===== config.mk =====
export PLATFORM = sky130hd
export DESIGN_NAME = rdid_capture
export DESIGN_NICKNAME = d
export VERILOG_FILES = /design/src/rtl/rdid_capture.sv
export SDC_FILE = /design/constraint.sdc
export NUM_CORES = 1
export LEC_CHECK = 0
export BUFFER_PORTS_ARGS = -buffer_cell sky130_fd_sc_hd__buf_2
export CORE_MARGIN = 2
export CORE_UTILIZATION = 45
export CTS_CLUSTER_SIZE = 24
export DETAILED_ROUTE_END_ITERATION = 16
export SETUP_SLACK_MARGIN = 0.3
export SYNTH_ARGS = -nofsm -noshare
export SYNTH_HDL_FRONTEND = slang
export SYNTH_SLANG_ARGS = --single-unit

===== constraint.sdc =====
create_clock -name clk -period 1.85 [get_ports clk]
set_clock_uncertainty 0.2 [all_clocks]
set_input_delay 0.2775 -clock clk [delete_from_list [all_inputs] [get_ports clk]]
set_output_delay 0.2775 -clock clk [all_outputs]
set_load 0.05 [all_outputs]

===== src/rtl/rdid_capture.sv =====
// Passive SPI monitor: checks the RDID opcode on SPIMOSI, deserializes the 24-bit JEDEC ID from SPIMISO.
// Latency: id_valid 2 clk after the 32nd SPICLK rise is sampled; opcode_err 1 clk after the 8th rise.
// Backpressure: none; the monitor drives no bus and must keep up with SPICLK <= clk/4. Option: RDID_CAPTURE_TIMEOUT_EN.
module rdid_capture #(
    parameter logic [7:0]  OPCODE      = 8'h9F,
    parameter logic [23:0] EXP_ID      = 24'h202015,
    parameter int          TIMEOUT_CYC = 1024
) (
    input  logic        clk,
    input  logic        reset,
    input  logic        get_rdid,
    input  logic        SPICLK,
    input  logic        SPIMOSI,
    input  logic        SPIMISO,
    output logic        busy,
    output logic        id_valid,
    output logic [23:0] id_data,
    output logic        id_match,
    output logic        opcode_err,
    output logic        timeout
);

    if (TIMEOUT_CYC < 2) begin : g_bad_timeout
        $error("rdid_capture: TIMEOUT_CYC must be at least 2");
    end

    typedef enum logic [1:0] {
        IDLE   = 2'd0,
        CMD    = 2'd1,
        DATA   = 2'd2,
        REPORT = 2'd3
    } state_t;

    state_t      state;
    state_t      state_nxt;

    logic        spiclk_q;
    logic        rise;
    logic        start;
    logic [4:0]  bit_cnt;
    logic [7:0]  cmd_sr;
    logic [7:0]  cmd_nxt;
    logic [23:0] data_sr;
    logic        last_cmd_bit;
    logic        last_data_bit;
    logic        cmd_ok;
    logic        wd_expire;

    logic        busy_d;
    logic        id_valid_d;
    logic        id_match_d;
    logic        opcode_err_d;
    logic        timeout_d;

    assign rise          = SPICLK & ~spiclk_q;
    // busy stays high through the result pulse, so a strobe in that cycle is also ignored
    assign start         = (state == IDLE) && get_rdid && !busy;
    assign cmd_nxt       = {cmd_sr[6:0], SPIMOSI};
    assign cmd_ok        = (cmd_nxt == OPCODE);
    assign last_cmd_bit  = (state == CMD)  && rise && (bit_cnt == 5'd7);
    assign last_data_bit = (state == DATA) && rise && (bit_cnt == 5'd23);

`ifdef RDID_CAPTURE_TIMEOUT_EN
    localparam int WD_W = (TIMEOUT_CYC > 2) ? $clog2(TIMEOUT_CYC) : 1;

    logic [WD_W-1:0] wdog;

    always_ff @(posedge clk) begin
        if (reset || start || rise) begin
            wdog <= '0;
        end else if (state == CMD || state == DATA) begin
            wdog <= wdog + WD_W'(1);
        end
    end

    // Fires on the edge where the count would reach TIMEOUT_CYC-1
    assign wd_expire = (state == CMD || state == DATA) && !rise &&
                       (wdog == WD_W'(TIMEOUT_CYC - 2));
`else
    assign wd_expire = 1'b0;
`endif

    always_ff @(posedge clk) begin
        if (reset) begin
            state <= IDLE;
        end else begin
            state <= state_nxt;
        end
    end

    always_comb begin
        state_nxt = state;
        case (state)
            IDLE: begin
                if (start) begin
                    state_nxt = CMD;
                end
            end
            CMD: begin
                if (wd_expire) begin
                    state_nxt = IDLE;
                end else if (last_cmd_bit) begin
                    state_nxt = cmd_ok ? DATA : IDLE;
                end
            end
            DATA: begin
                if (wd_expire) begin
                    state_nxt = IDLE;
                end else if (last_data_bit) begin
                    state_nxt = REPORT;
                end
            end
            REPORT: begin
                state_nxt = IDLE;
            end
            default: begin
                state_nxt = IDLE;
            end
        endcase
    end

    always_comb begin
        id_valid_d   = (state == REPORT);
        id_match_d   = (state == REPORT) && (data_sr == EXP_ID);
        opcode_err_d = last_cmd_bit && !cmd_ok;
        timeout_d    = wd_expire;
        busy_d       = (state_nxt != IDLE) || id_valid_d || opcode_err_d || timeout_d;
    end

    always_ff @(posedge clk) begin
        if (reset) begin
            spiclk_q <= 1'b0;
            bit_cnt  <= 5'd0;
            cmd_sr   <= 8'd0;
            data_sr  <= 24'd0;
        end else begin
            spiclk_q <= SPICLK;
            if (start) begin
                bit_cnt <= 5'd0;
                cmd_sr  <= 8'd0;
                data_sr <= 24'd0;
            end else if (state == CMD && rise) begin
                cmd_sr  <= cmd_nxt;
                bit_cnt <= (bit_cnt == 5'd7) ? 5'd0 : bit_cnt + 5'd1;
            end else if (state == DATA && rise) begin
                data_sr <= {data_sr[22:0], SPIMISO};
                bit_cnt <= bit_cnt + 5'd1;
            end
        end
    end

    always_ff @(posedge clk) begin
        if (reset) begin
            busy       <= 1'b0;
            id_valid   <= 1'b0;
            id_data    <= 24'd0;
            id_match   <= 1'b0;
            opcode_err <= 1'b0;
            timeout    <= 1'b0;
        end else begin
            busy       <= busy_d;
            id_valid   <= id_valid_d;
            id_match   <= id_match_d;
            opcode_err <= opcode_err_d;
            timeout    <= timeout_d;
            if (id_valid_d) begin
                id_data <= data_sr;
            end
        end
    end

endmodule


==> summary.md <==
| Metric | Value |
|---|---|
| Status | completed |
| Final core occ | between 50 and 60% |
| Combinational share of power | 4.8% |
| DIE WIDTH | slightly above 80 µm |
| ANT cells | 0 |
| Cell Area, Synth | approximately 2800 µm² |
| DR vias/cell | 5.26 |
| Layout cells sized above 1 | between 30 and 40% |
| Int Power | 2.40 mW |
| Clock Latency Late Sink | about 340 ps |
| Placed insts | a little over 400 |
| Post-DRT Antenna Nets | 0 |
| Largest net degree at the start of global routing | 31 |
| EDFF count, synth | 0 |
| Crit. End Element | flop |
| DR pass1 iterations | 5 |
| Final WS setup | 241 ps |
| Worst min path class | primary input to flop |
| Synthesized area per cell | roughly 9 µm² |
| CP Launch Type | flop |
| Filler cell count | ~570 |
| Leak | between 1 and 1.5 nW |
| Clock tree buffer depth | 2 |
| Clock share of power | roughly 48% |
| Non-Filler Instances | between 400 and 500 |
| Syn nets | approximately 320 |
| DRC | 0 |
| GRT Residual Overflow | 0 |
| Area leader, netlist | dfxtp_1 |
| Vias | around 2300 |
| Ys flop type | dfxtp_1 |
| Vias in the first global route | around 2000 |
| Initial Util | between 40% and 50% |
| Final Max Tran Viols | 0 |
| DP Worst Slack | between 100 and 150 ps |
| Crit-path max FO | 8 |
| MaxCap Viol Count | 0 |
| Drt initial violations | about 120 |
| Clk sinks | 67 |
| CTS buffer count | 9 |
| CTS tree | done |
| Post-synthesis cell type count | 41 |
| Setup-failing EPs final | 0 |
| DP HPWL | around 3600 µm |
| Placer Congestion | 0.792 |
| Peak supply drop | between 400 and 500 µV |
| Fin crit share | between 80% and 90% |
| Fraction of registers with async set/reset | 0% |
| # IOs | 35 |
| Switching Power | ~660 µW |
| Worst hold slack | between 30 and 40 ps |
| Cells after Synth | around 320 |
| Yosys warning count | 0 |
| Hold path cells | 3 |
| Initial antenna violation count | 0 |
| Area contributors post-synth | dfxtp_1, nand2_1, a21oi_2 |
| Area fraction of the dominant cell type after synthesis | between 40% and 50% |
| Core area | approximately 6000 µm² |
| Routed wire length | around 6000 µm |
| WS Path Type | flop to flop |
| Htree depth | 3 |
| GRT Overall Usage | 18.7% |
| Area Growth Syn to Fin | 20.8% |
| Crit path time final | 1610 ps |
| Sw Share | 21.6% |
| Global-route wire length before repair | 9550 µm |
| Site row count | 28 |
| CP Data Arrival Time | ~1600 ps |
| Hold Fails Final Rpt | 0 |
| Worst Path Required | around 1900 ps |
| Least-Margin Pin Slew | 548 ps |
| Commonest cells post-synth | nand2_1, dfxtp_1, a21oi_2 |
| Slew margin rel. | a little under two thirds |
| Synth Register Bits | between 60 and 70 |
| Layout Nets | about 360 |
| Die Span Y | slightly above 80 µm |
| RSZ-0062 raised after global routing | true |
| Maximum clock rate | around 620 MHz |
| Root buffer cell | clkbuf_8 |
| Part of the power in registers | between 40% and 50% |
| Seq/Total Area, Yosys | 48.3% |
| Setup_tns | 0 ps |
| DIE AREA | just under 7000 µm² |
| Worst R2R Path Depth | 3 |
| Clk slew on worst S/H paths | 70 ps |
| Top-count cell post-synth | nand2_1 |
| WL/cell | around 14 µm |
| Power per standard cell area | 913 nW/µm² |
| PortBufs | 33 |
-- worst paths after layout --
kind	from	end	slack (ps)
max	busy$_SDFF_PP0_	data_sr[3]$_SDFFE_PP0P_	240
min	get_rdid	busy$_SDFF_PP0_	30
max reg2reg	busy$_SDFF_PP0_	data_sr[3]$_SDFFE_PP0P_	240
min reg2reg	id_data[23]$_SDFFE_PP0P_	id_data[23]$_SDFFE_PP0P_	250
-- state kept, by name (all words and copies together) (netlist names) --
register / cells
data_sr: 24
id_data: 24
cmd_sr: 7
bit_cnt: 5
state: 2
busy: 1
id_match: 1
id_valid: 1
opcode_err: 1
spiclk_q: 1
-- through the flow --
step / instance area [µm²] / total power [mW]
global route: 3360 / 3.16
detailed placement: 2930 / 1.60
CTS: 3270 / 3.08
floorplan: 2780 / 1.60
global placement: 2930 / 1.60
finish: 3360 / 3.07
-- cell families after synthesis --
| logic type | count (synthesis) | share of synthesized area [%] |
|---|---|---|
| other cells | 1 | 0.135 |
| flops | 67 | 48.3 |
| mux | 3 | 1.08 |
| fa+ha+maj | 1 | 0.450 |
| buf+inv | 25 | 6.89 |
| compound gates | 69 | 17.4 |
| simple gates | 149 | 25.8 |
-- power by group through the flow --
stage	clock [mW]	combinational (mW)	sequential [mW]
after floorplan	0	0.110	1.49
after global placement	0	0.110	1.49
after detailed placement	0	0.111	1.49
after CTS	1.49	0.136	1.46
after global routing	1.55	0.157	1.46
final	1.46	0.146	1.46
-- area by class of cell --
class	instances	area, µm²	area share, %
multi-input cells	226	1380	41.0
flip-flops and latches	67	1360	40.5
repair buffers	46	278	8.27
clock buffers	12	176	5.26
well taps	75	93.8	2.80
clock inverters	3	67.6	2.01
inverters	2	7.51	0.224
-- worst max-delay path: stages, from the launching register on --
cell	delay, ps
dfxtp_4	350
or4b_4	680
nand2_4	220
a21oi_2	40
-- metal layers --
| metal | wire (µm) | GRT usage (%) |
|---|---|---|
| met1 | 2870 | 23.7 |
| met2 | 2820 | 29.8 |
| met3 | 233 | 5.76 |
| met4 | 61 | 6.89 |
| met5 | 0 | 0 |
-- cell usage in the layout (no fill, tap or decap), drive strengths merged, types with 2 or more instances in the layout --
master	n
inv	2
mux2i	3
o21ai	2
nand4bb	3
buf	44
nor4bb	2
clkbuf	12
nand2	114
or4b	2
nor3	2
dfxtp	67
bufinv	2
nand4	3
and4bb	2
a21oi	59
nor4	2
nand2b	2
nand3	5
nor2	4
o311ai	2
nor4b	3
o2111ai	2
nand3b	3
and4b	2
dlygate4sd3	2
-- what timing repair did --
item                                    in CTS  in global routing
hold endpoints to repair                     2                  0
pin swaps                                    3                  5
resized for setup                            7                 16
endpoints found under the setup margin      36                 38
cloned                                       3                  0
hold buffers                                 2                  0
buffers inserted                             1                  2
Power figures use the tool's default switching activity.
